--- src/rtl/exec_writeback_pkg.sv ---
// Shared constants for the execute/writeback block and anything that talks to it.
// Holds data/select widths, instruction field widths, op-code values,
// flag bit positions inside the {C, F, Z, N} flag word and the FSM state encoding.
package exec_writeback_pkg;

    localparam int unsigned DATA_W  = 16;
    localparam int unsigned SEL_W   = 4;
    localparam int unsigned OP_W    = 4;
    localparam int unsigned IMM_W   = 8;
    localparam int unsigned FLAG_W  = 4;
    localparam int unsigned INSTR_W = 16;

    localparam logic [OP_W-1:0] OP_ADD  = 4'h0;
    localparam logic [OP_W-1:0] OP_SUB  = 4'h1;
    localparam logic [OP_W-1:0] OP_AND  = 4'h2;
    localparam logic [OP_W-1:0] OP_OR   = 4'h3;
    localparam logic [OP_W-1:0] OP_XOR  = 4'h4;
    localparam logic [OP_W-1:0] OP_MOV  = 4'h5;
    localparam logic [OP_W-1:0] OP_MOVI = 4'h6;
    localparam logic [OP_W-1:0] OP_ADDI = 4'h7;
    localparam logic [OP_W-1:0] OP_CMP  = 4'h8;
    localparam logic [OP_W-1:0] OP_SHL  = 4'h9;
    localparam logic [OP_W-1:0] OP_SHR  = 4'hA;

    // Flag word layout: {C, F(overflow), Z, N}
    localparam int unsigned FLAG_C = 3;
    localparam int unsigned FLAG_F = 2;
    localparam int unsigned FLAG_Z = 1;
    localparam int unsigned FLAG_N = 0;

    typedef enum logic [1:0] {
        ST_IDLE = 2'd0,
        ST_READ = 2'd1,
        ST_EXEC = 2'd2,
        ST_WB   = 2'd3
    } state_t;

endpackage

--- src/rtl/exec_alu.sv ---
// Combinational ALU for exec_writeback.
// Ports: i_op_a/i_op_b latched operands, i_imm8 immediate, i_op op-code;
//        o_result, o_flags {C,F,Z,N}, o_write_en (op writes rd),
//        o_flag_en (op updates the flag register; low for NOPs).
module exec_alu
    import exec_writeback_pkg::*;
#(
    parameter int unsigned DATA_WIDTH = DATA_W
) (
    input  logic [DATA_WIDTH-1:0] i_op_a,
    input  logic [DATA_WIDTH-1:0] i_op_b,
    input  logic [IMM_W-1:0]      i_imm8,
    input  logic [OP_W-1:0]       i_op,
    output logic [DATA_WIDTH-1:0] o_result,
    output logic [FLAG_W-1:0]     o_flags,
    output logic                  o_write_en,
    output logic                  o_flag_en
);

    localparam int unsigned DW = DATA_WIDTH;

    logic [DW-1:0] w_imm_sext;
    logic [DW-1:0] w_imm_zext;
    logic [DW-1:0] w_addend;
    logic [DW:0]   w_sum;
    logic [DW:0]   w_diff;
    logic          w_c;
    logic          w_f;

    assign w_imm_sext = {{(DW-IMM_W){i_imm8[IMM_W-1]}}, i_imm8};
    assign w_imm_zext = {{(DW-IMM_W){1'b0}}, i_imm8};
    assign w_addend   = (i_op == OP_ADDI) ? w_imm_sext : i_op_b;

    // Extra top bit carries the carry-out (add) or the borrow (subtract)
    assign w_sum  = {1'b0, i_op_a} + {1'b0, w_addend};
    assign w_diff = {1'b0, i_op_a} - {1'b0, i_op_b};

    // Result, carry/overflow and enables per op-code
    always_comb begin
        o_result   = '0;
        w_c        = 1'b0;
        w_f        = 1'b0;
        o_write_en = 1'b1;
        o_flag_en  = 1'b1;
        case (i_op)
            OP_ADD, OP_ADDI: begin
                o_result = w_sum[DW-1:0];
                w_c      = w_sum[DW];
                w_f      = (i_op_a[DW-1] == w_addend[DW-1]) && (o_result[DW-1] != i_op_a[DW-1]);
            end
            OP_SUB, OP_CMP: begin
                o_result   = w_diff[DW-1:0];
                w_c        = w_diff[DW];
                w_f        = (i_op_a[DW-1] != i_op_b[DW-1]) && (o_result[DW-1] != i_op_a[DW-1]);
                o_write_en = (i_op == OP_SUB);
            end
            OP_AND:  o_result = i_op_a & i_op_b;
            OP_OR:   o_result = i_op_a | i_op_b;
            OP_XOR:  o_result = i_op_a ^ i_op_b;
            OP_MOV:  o_result = i_op_b;
            OP_MOVI: o_result = w_imm_zext;
            OP_SHL: begin
                o_result = {i_op_a[DW-2:0], 1'b0};
                w_c      = i_op_a[DW-1];
            end
            OP_SHR: begin
                o_result = {1'b0, i_op_a[DW-1:1]};
                w_c      = i_op_a[0];
            end
            default: begin
                o_write_en = 1'b0;
                o_flag_en  = 1'b0;
            end
        endcase
    end

    // Flag word assembly; Z/N always follow the result
    always_comb begin
        o_flags         = '0;
        o_flags[FLAG_C] = w_c;
        o_flags[FLAG_F] = w_f;
        o_flags[FLAG_Z] = (o_result == '0);
        o_flags[FLAG_N] = o_result[DW-1];
    end

endmodule

--- src/rtl/exec_writeback.sv ---
// Four-state execute/writeback engine: IDLE accepts an instruction, READ latches
// the register-file operands, EXEC registers the ALU result and flags, WB drives
// the register-file write and the Done pulse for one cycle.
// Ports: i_clk, i_rst (async, active high); i_instr/i_instr_valid/o_instr_ready
//        instruction handshake; o_select_a/o_select_b read selects with i_a/i_b
//        read data; o_select_input/o_in/o_write_enable write port;
//        o_flags {C,F,Z,N}; o_done retire pulse.
module exec_writeback
    import exec_writeback_pkg::*;
#(
    parameter int unsigned DATA_WIDTH = DATA_W,
    parameter int unsigned SEL_WIDTH  = SEL_W
) (
    input  logic                  i_clk,
    input  logic                  i_rst,
    input  logic [INSTR_W-1:0]    i_instr,
    input  logic                  i_instr_valid,
    output logic                  o_instr_ready,
    output logic [SEL_WIDTH-1:0]  o_select_a,
    output logic [SEL_WIDTH-1:0]  o_select_b,
    input  logic [DATA_WIDTH-1:0] i_a,
    input  logic [DATA_WIDTH-1:0] i_b,
    output logic [SEL_WIDTH-1:0]  o_select_input,
    output logic [DATA_WIDTH-1:0] o_in,
    output logic                  o_write_enable,
    output logic [FLAG_W-1:0]     o_flags,
    output logic                  o_done
);

    state_t                r_state, w_state_next;
    logic [OP_W-1:0]       r_op, w_op_next;
    logic [SEL_WIDTH-1:0]  r_rd, w_rd_next;
    logic [SEL_WIDTH-1:0]  r_rs, w_rs_next;
    logic [IMM_W-1:0]      r_imm8, w_imm8_next;
    logic [DATA_WIDTH-1:0] r_op_a, w_op_a_next;
    logic [DATA_WIDTH-1:0] r_op_b, w_op_b_next;
    logic [FLAG_W-1:0]     r_flags_calc, w_flags_calc_next;
    logic                  r_flag_en, w_flag_en_next;
    logic [FLAG_W-1:0]     r_flags, w_flags_next;
    logic                  r_instr_ready, w_instr_ready_next;
    logic                  r_write_enable, w_write_enable_next;
    logic                  r_done, w_done_next;
    logic [DATA_WIDTH-1:0] r_in, w_in_next;
    logic [SEL_WIDTH-1:0]  r_select_input, w_select_input_next;

    logic [DATA_WIDTH-1:0] w_alu_result;
    logic [FLAG_W-1:0]     w_alu_flags;
    logic                  w_alu_write_en;
    logic                  w_alu_flag_en;

    exec_alu #(.DATA_WIDTH(DATA_WIDTH)) u_alu (
        .i_op_a     (r_op_a),
        .i_op_b     (r_op_b),
        .i_imm8     (r_imm8),
        .i_op       (r_op),
        .o_result   (w_alu_result),
        .o_flags    (w_alu_flags),
        .o_write_en (w_alu_write_en),
        .o_flag_en  (w_alu_flag_en)
    );

    // Next-state and next-output logic; write-port outputs default to zero
    always_comb begin
        w_state_next        = r_state;
        w_op_next           = r_op;
        w_rd_next           = r_rd;
        w_rs_next           = r_rs;
        w_imm8_next         = r_imm8;
        w_op_a_next         = r_op_a;
        w_op_b_next         = r_op_b;
        w_flags_calc_next   = r_flags_calc;
        w_flag_en_next      = r_flag_en;
        w_flags_next        = r_flags;
        w_write_enable_next = 1'b0;
        w_done_next         = 1'b0;
        w_in_next           = '0;
        w_select_input_next = '0;
        case (r_state)
            ST_IDLE: begin
                if (i_instr_valid) begin
                    w_op_next    = i_instr[15:12];
                    w_rd_next    = SEL_WIDTH'(i_instr[11:8]);
                    w_rs_next    = SEL_WIDTH'(i_instr[7:4]);
                    w_imm8_next  = i_instr[7:0];
                    w_state_next = ST_READ;
                end
            end
            ST_READ: begin
                w_op_a_next  = i_a;
                w_op_b_next  = i_b;
                w_state_next = ST_EXEC;
            end
            // Write-port outputs are registered here so they are live during WB
            ST_EXEC: begin
                w_flags_calc_next   = w_alu_flags;
                w_flag_en_next      = w_alu_flag_en;
                w_write_enable_next = w_alu_write_en;
                w_done_next         = 1'b1;
                w_in_next           = w_alu_result;
                w_select_input_next = r_rd;
                w_state_next        = ST_WB;
            end
            ST_WB: begin
                if (r_flag_en) begin
                    w_flags_next = r_flags_calc;
                end
                w_state_next = ST_IDLE;
            end
            default: w_state_next = ST_IDLE;
        endcase
        w_instr_ready_next = (w_state_next == ST_IDLE);
    end

    // State and output registers
    always_ff @(posedge i_clk or posedge i_rst) begin
        if (i_rst) begin
            r_state        <= ST_IDLE;
            r_op           <= '0;
            r_rd           <= '0;
            r_rs           <= '0;
            r_imm8         <= '0;
            r_op_a         <= '0;
            r_op_b         <= '0;
            r_flags_calc   <= '0;
            r_flag_en      <= 1'b0;
            r_flags        <= '0;
            r_instr_ready  <= 1'b1;
            r_write_enable <= 1'b0;
            r_done         <= 1'b0;
            r_in           <= '0;
            r_select_input <= '0;
        end else begin
            r_state        <= w_state_next;
            r_op           <= w_op_next;
            r_rd           <= w_rd_next;
            r_rs           <= w_rs_next;
            r_imm8         <= w_imm8_next;
            r_op_a         <= w_op_a_next;
            r_op_b         <= w_op_b_next;
            r_flags_calc   <= w_flags_calc_next;
            r_flag_en      <= w_flag_en_next;
            r_flags        <= w_flags_next;
            r_instr_ready  <= w_instr_ready_next;
            r_write_enable <= w_write_enable_next;
            r_done         <= w_done_next;
            r_in           <= w_in_next;
            r_select_input <= w_select_input_next;
        end
    end

    assign o_instr_ready  = r_instr_ready;
    assign o_select_a     = r_rd;
    assign o_select_b     = r_rs;
    assign o_select_input = r_select_input;
    assign o_in           = r_in;
    assign o_write_enable = r_write_enable;
    assign o_flags        = r_flags;
    assign o_done         = r_done;

endmodule

--- config.mk ---
export PLATFORM = sky130hd
export DESIGN_NAME = exec_writeback
export DESIGN_NICKNAME = d
export VERILOG_FILES = /design/src/rtl/exec_writeback_pkg.sv /design/src/rtl/exec_alu.sv /design/src/rtl/exec_writeback.sv
export SDC_FILE = /design/constraint.sdc
export NUM_CORES = 1
export LEC_CHECK = 0
export ABC_AREA = 1
export CAP_MARGIN = 0
export CORE_MARGIN = 4
export CORE_UTILIZATION = 52
export CTS_CLUSTER_DIAMETER = 150
export DETAILED_ROUTE_END_ITERATION = 8
export PLACE_DENSITY = 0.9
export SKIP_CTS_REPAIR_TIMING = 1
export SLEW_MARGIN = 20
export SYNTH_ARGS = -nofsm -noshare
export SYNTH_HDL_FRONTEND = slang
export SYNTH_HIERARCHICAL = 1
export SYNTH_SLANG_ARGS = --single-unit
export TNS_END_PERCENT = 100
--- constraint.sdc ---
create_clock -name i_clk -period 2.85 [get_ports i_clk]
set_input_delay 0.57 -clock i_clk [delete_from_list [all_inputs] [get_ports i_clk]]
set_output_delay 0.57 -clock i_clk [all_outputs]
set_load 0.05 [all_outputs]
==> results.py <==
metrics = {
    "floorplan": {
        "start_util_pct": 53.4,
        "fp.dieArea_um2": 15600,
        "die-height_um": 125,
        "coreArea_um2": 13300,
        "rows": 42,
        "die_w_um": 125,
        "ios": 86,
    },
    "critical_path": {
        "crit_required_ps": 3120,
        "criticalPathCategory": "reg2reg",
        "critPathLaunchType": "register",
        "worstPathArrival_ps": 3040,
        "slowest_delay_ps": 380,
        "worst_setup_path_end_kind": "register",
        "cp_cell_sequence": "inv_2 -> nor2_4 -> nand2_4 -> buf_4 -> nand2_1 -> o21ai_0 -> ha_1 -> nand2_2 -> inv_1 -> nand2_2 -> nand3_1 -> buf_4 -> nand2_1 -> nand3_1 -> nand3_1 -> nand3_2 -> nor2_2 -> nand2_1 -> nor3_2 -> nand2_1 -> o21ai_0",
        "r2r_slack_ps": 80,
        "cp_slowest_cell": "ha_1",
        "r2r_end": "r_flags_calc[1]",
        "cpMostUsedCell": "nand2_1",
        "r2r_cells": 21,
        "r2r_start": "r_op[2]",
        "critPathMaxFanout": 9,
    },
    "sta": {
        "slew_violations": 0,
        "finalCritPeriodShare_pct": 97.2,
        "slew_headroom_pct": 57.0,
        "setup-violations-final": 0,
        "rsz0062_at_grt": "yes",
        "worstMarginPinSlew_ps": 643,
        "fmax_mhz": 361,
        "fin_crit_ps": 2770,
        "skew_ps": 8.50,
        "hold_viol_final": 0,
    },
    "global_route": {
        "grt_remaining_overflow": 0,
        "grt_pass1_wl_mm": 33.0,
        "antenna_found_initial": 0,
        "grt_use_total_pct": 26.1,
        "grt_max_degree": 65,
        "grt_pass1_vias": 6751,
    },
    "yosys": {
        "synth.avg_cell_area_um2": 6.56,
        "syn_inst": 1082,
        "ys_warn_count": 6,
        "synthArstFlopShare_pct": 100,
        "synth_edf_count": 0,
        "ys_seq_area_share_pct": 28.9,
        "synth_nets": 1209,
        "ys.flop_type": "dfrtp_1",
        "synth_cell_type_count": 36,
        "ys_ff_latch": 82,
        "synth_area_um2": 7100,
    },
    "placement": {
        "dp_hpwl_mm": 16.6,
        "place_area_um2": 8530,
        "port_buffers": 85,
        "gp_congestion": 0.980,
    },
    "layout": {
        "layout_commonest_cell": "nand2_1",
        "fill_cells": 1141,
        "diodes": 0,
        "most-common-layout-cells": "nand2_1, inv_1, clkdlybuf4s50_1",
        "nets": 1353,
        "drive_above_1_share_pct": 14.4,
        "syn2layout_area_growth_pct": 29.1,
        "design_area_um2": 9170,
    },
    "routing": {
        "final_antenna_net_count": 0,
        "wire_per_inst_um": 14.9,
        "viasPerCell": 5.27,
        "first_iter_violations": 772,
        "first_pass_iters": 6,
        "drc": 0,
        "num_vias": 7412,
        "routed_wl_mm": 20.9,
    },
    "clocking": {
        "cts.clk_slew.worst_paths_ps": 60,
        "clock-sinks": 82,
        "cts_buffer_depth": 2,
        "ctsHtreeMaxLevel": 3,
        "cts_buffers": 9,
        "cts_tree": "done",
        "cts_root_buffer": "clkbuf_16",
        "clk_latency_ps": 350,
    },
    "hold_path": {
        "hold_path.class": "in2async",
    },
    "flow_run": {
        "drv_cap": 0,
    },
    "status": {
        "status": "finished, final reports clean",
    },
}
-- cell usage after synthesis (2+ instances only) --
library cell | count | area, um^2
a21oi_1 | 21 | 105
and2_1 | 2 | 12.5
buf_2 | 11 | 55.1
buf_4 | 13 | 97.6
buf_6 | 2 | 22.5
clkbuf_1 | 2 | 7.51
dfrtp_1 | 81 | 2030
fa_1 | 2 | 40.0
ha_1 | 74 | 926
inv_1 | 210 | 788
inv_2 | 5 | 18.8
nand2_1 | 349 | 1310
nand2_2 | 5 | 31.3
nand2_4 | 2 | 22.5
nand3_1 | 82 | 410
nand3_2 | 10 | 100
nand3b_1 | 5 | 37.5
nand4_1 | 16 | 100
nor2_1 | 62 | 233
nor2_2 | 5 | 31.3
nor3_1 | 9 | 45.0
nor3_2 | 4 | 40.0
o2111ai_1 | 2 | 17.5
o211ai_1 | 3 | 22.5
o21ai_0 | 44 | 220
o21ai_1 | 37 | 185
o21bai_1 | 3 | 22.5
o22ai_1 | 10 | 62.6
or2_2 | 4 | 25.0
-- metal layers --
layer,routed length [um],track usage [%],vias to the layer above
met3,1960,4.03,40
met1,9160,36.8,3393
met2,9350,41.1,328
met4,451,8.67,0
met5,0,0,-
li1,-,-,3651
-- state kept, by name (all words and copies together), names as in the netlist --
name / cells
r_op_a: 16
o_in: 16
r_imm8: 4
r_op_b: 16
o_select_b: 4
r_state: 2
r_op: 4
r_flags_calc: 4
o_done: 1
o_select_a: 4
o_flags: 4
r_flag_en: 1
o_write_enable: 1
o_instr_ready: 1
o_select_input: 4
-- layout make-up --
| cell class | instances | area, um^2 | area share (%) |
|---|---|---|---|
| flip-flops and latches | 82 | 2050 | 22.4 |
| clock inverters | 5 | 104 | 1.13 |
| multi-input cells | 756 | 4310 | 47.0 |
| well taps | 176 | 220 | 2.40 |
| repair buffers | 162 | 1440 | 15.7 |
| clock buffers | 11 | 233 | 2.54 |
| inverters | 215 | 811 | 8.84 |
-- worst max path at each step --
stage	endpoint	startpoint
2_1_floorplan	r_flags_calc[3]	r_op[2]
3_3_place_gp	r_flags_calc[1]	r_op[1]
3_5_place_dp	r_flags_calc[1]	r_op[1]
4_1_cts	r_flags_calc[1]	r_op[1]
5_1_grt	r_flags_calc[1]	r_op[2]
6_report	r_flags_calc[1]	r_op[2]
-- per-stage QoR --
| stage | worst slack, ps | cells | util (%) | hold WS [ps] | TNS (ps) |
|---|---|---|---|---|---|
| final | 78.7 | 1407 | 69.0 | 451 | 0 |
| after global routing | -109 | 1407 | 69.0 | 492 | -194 |
| after CTS | -266 | 1402 | 66.7 | 452 | -388 |
| after detailed placement | -226 | 1386 | 64.1 | 472 | -254 |
| after global placement | -163 | 1386 | 64.1 | 460 | -163 |
| after floorplan | 4.96 | 1082 | - | 442 | 0 |
-- cells by family (layout without fill, tap and decap cells) --
kind of cell	Yosys count	after routing	synth area share, %
adder cells (fa/ha/maj)	76	76	13.6
AO/OA/AOI/OAI	123	123	9.28
AND/OR/NAND/NOR	556	556	33.9
XOR/XNOR	1	1	0.123
buffers and inverters	244	393	14.2
flip-flops	82	82	28.9
-- worst max-delay path: cells and delay by family (launching register included) --
| kind | cells | cell delay [ps] |
|---|---|---|
| DFF | 1 | 360 |
| buffers and inverters | 4 | 430 |
| adders and majority gates | 1 | 380 |
| and+or+nand+nor | 14 | 1330 |
| AOI/OAI and AO/OA | 2 | 170 |
Power is not shown: default switching activity piles up to over one toggle a cycle in this logic, so the estimate is an artifact.
==> RTL change: new RTL, same flow settings <==
The 4 states of `state_t` get a one-hot encoding in 4 bits.
--- a/src/rtl/exec_writeback_pkg.sv
+++ b/src/rtl/exec_writeback_pkg.sv
@@ -29,9 +29,9 @@
     localparam int unsigned FLAG_N = 0;
 
-    typedef enum logic [1:0] {
-        ST_IDLE = 2'd0,
-        ST_READ = 2'd1,
-        ST_EXEC = 2'd2,
-        ST_WB   = 2'd3
+    typedef enum logic [3:0] {
+        ST_IDLE = 4'b0001,
+        ST_READ = 4'b0010,
+        ST_EXEC = 4'b0100,
+        ST_WB   = 4'b1000
     } state_t;
 
Check against the original RTL: same outputs for any inputs over 4 cycles, from zero or initial values and one cycle with i_rst high; so few cycles prove little.
==> RTL change against the unedited design <==
Die area shrank 0.38%; worst setup slack got worse by 66 ps; wire length grew 2.6%; synthesized cell count increased by 0.18%; design area decreased by 0.94%; area after synthesis shrank 0.41%; non-clock buffer count down 16; sequential cell count rose by 2; via count unchanged; critical path type unchanged; largest cell class unchanged.
Power is left out: the tool's default activity adds up to more than one toggle a clock period on the data nets, which glitch-free logic cannot reach.
==> RTL change: results (changes against the unedited design) <==
timing:
  finClkSkew_ps: 8.29  # -0.207 ps
  slew_headroom_pct: 57.4  # +0.39 points
  hold_ws_ps: 471  # +19.5 ps
synthesis:
  synth.distinct_cells: 35  # -2.8%
  mappedNetlistNets: 1205  # -0.33%
  yosys-top-cells-area: "dfrtp_1 29%, nand2_1 21%, ha_1 12%"
  synth_common_cells: "400 x nand2_1, 175 x inv_1, 82 x dfrtp_1, 78 x nor2_1, 77 x nand3_1"
  ys_seq_area_share_pct: 29.7  # +0.84 points
  avgSynthCellArea_um2: 6.53  # -0.59%
critical_path:
  crit_slowest_cell: "dfrtp_1"
  path_max_fanout: 7  # -2
  start_kind: "flip-flop"
  cp.required_ps: 3140  # +20 ps
  reg2reg_slack_ps: 10  # -70 ps
  crit_path_max_incr_delay_ps: 360  # -20 ps
  ff2ff_path_depth: 19  # -9.5%
placed_design:
  hpwl_mm: 16.3  # -1.9%
  gp_congestion: 1.04  # +6.4%
outcome:
  status: "completed"
global_route:
  grt_max_degree: 50  # -23%
  grt_pass1_wl_mm: 32.4  # -1.7%
  grt.total_usage_pct: 25.9  # -0.17 points
  use_met1_pct: 36.2  # -0.57 points
  grt_pass1_vias: 6586  # -2.4%
  grt_util_met3_pct: 5.10  # +1.1 points
  use_met2_pct: 40.2  # -0.92 points
final_layout:
  layout.nets: 1335  # -1.3%
  fill_cells: 1110  # -2.7%
  final_cells: 1395  # -0.85%
  antenna_cells: 0  # unchanged
  layout-drive-gt1-share_pct: 15.1  # +0.72 points
routing:
  drtIter0Drc: 795  # +3.0%
  routed_wl_mm: 21.5  # +2.6%
  first_pass_iters: 7  # +1
worst_hold_path:
  hold_path_class: "flip-flop to flip-flop"
## RTL change: cells by family (layout without fill, tap and decap cells)
| group | Yosys count | count (layout) | synth area share, % |
|---|---|---|---|
| flops | 84 | 84 | 29.7 |
| xor+xnor | 1 | 1 | 0.124 |
| simple gates | 640 | 641 | 38.9 |
| fa+ha+maj | 70 | 70 | 12.6 |
| compound gates | 81 | 81 | 6.30 |
| buf+inv | 208 | 342 | 12.4 |
## RTL change: layout make-up
cell class	count	share of cell area, %
flip-flops and latches	84	23.2
repair buffers	146	14.6
clock inverters	7	0.895
clock buffers	9	2.48
multi-input cells	793	49.0
well taps	176	2.42
inverters	180	7.49
## RTL change: metrics by stage
stage,cell area (um2),util (%),worst slack (ps)
CTS,8650,65.0,-200
global placement,8340,62.7,-148
finish,9080,68.3,12.7
floorplan,7070,-,33.4
detailed placement,8340,62.7,-165
global route,9080,68.3,-175
## RTL change: worst min path at each step
stage	cells past startpoint	end	startpoint
final	2	o_flags[1]	o_flags[1]
after global routing	2	o_flags[1]	o_flags[1]
after detailed placement	2	o_flags[1]	o_flags[1]
after floorplan	2	r_imm8[0]	r_imm8[0]
after CTS	2	o_flags[1]	o_flags[1]
after global placement	2	o_flags[1]	o_flags[1]
## RTL change: worst max-delay path: cells and delay by family, from the launching register on
| kind | cells | cell delay [ps] |
|---|---|---|
| buffers and inverters | 3 | 270 |
| AOI/OAI and AO/OA | 1 | 70 |
| adders and majority gates | 1 | 300 |
| and+or+nand+nor | 14 | 1760 |
| DFF | 1 | 360 |
## RTL change: layer usage
| metal | up-vias | share of wire [%] |
|---|---|---|
| li1 | 3644 | - |
| met1 | 3335 | 43 |
| met2 | 379 | 45 |
| met3 | 54 | 10 |
| met4 | 0 | 2.6 |
| met5 | - | 0 |
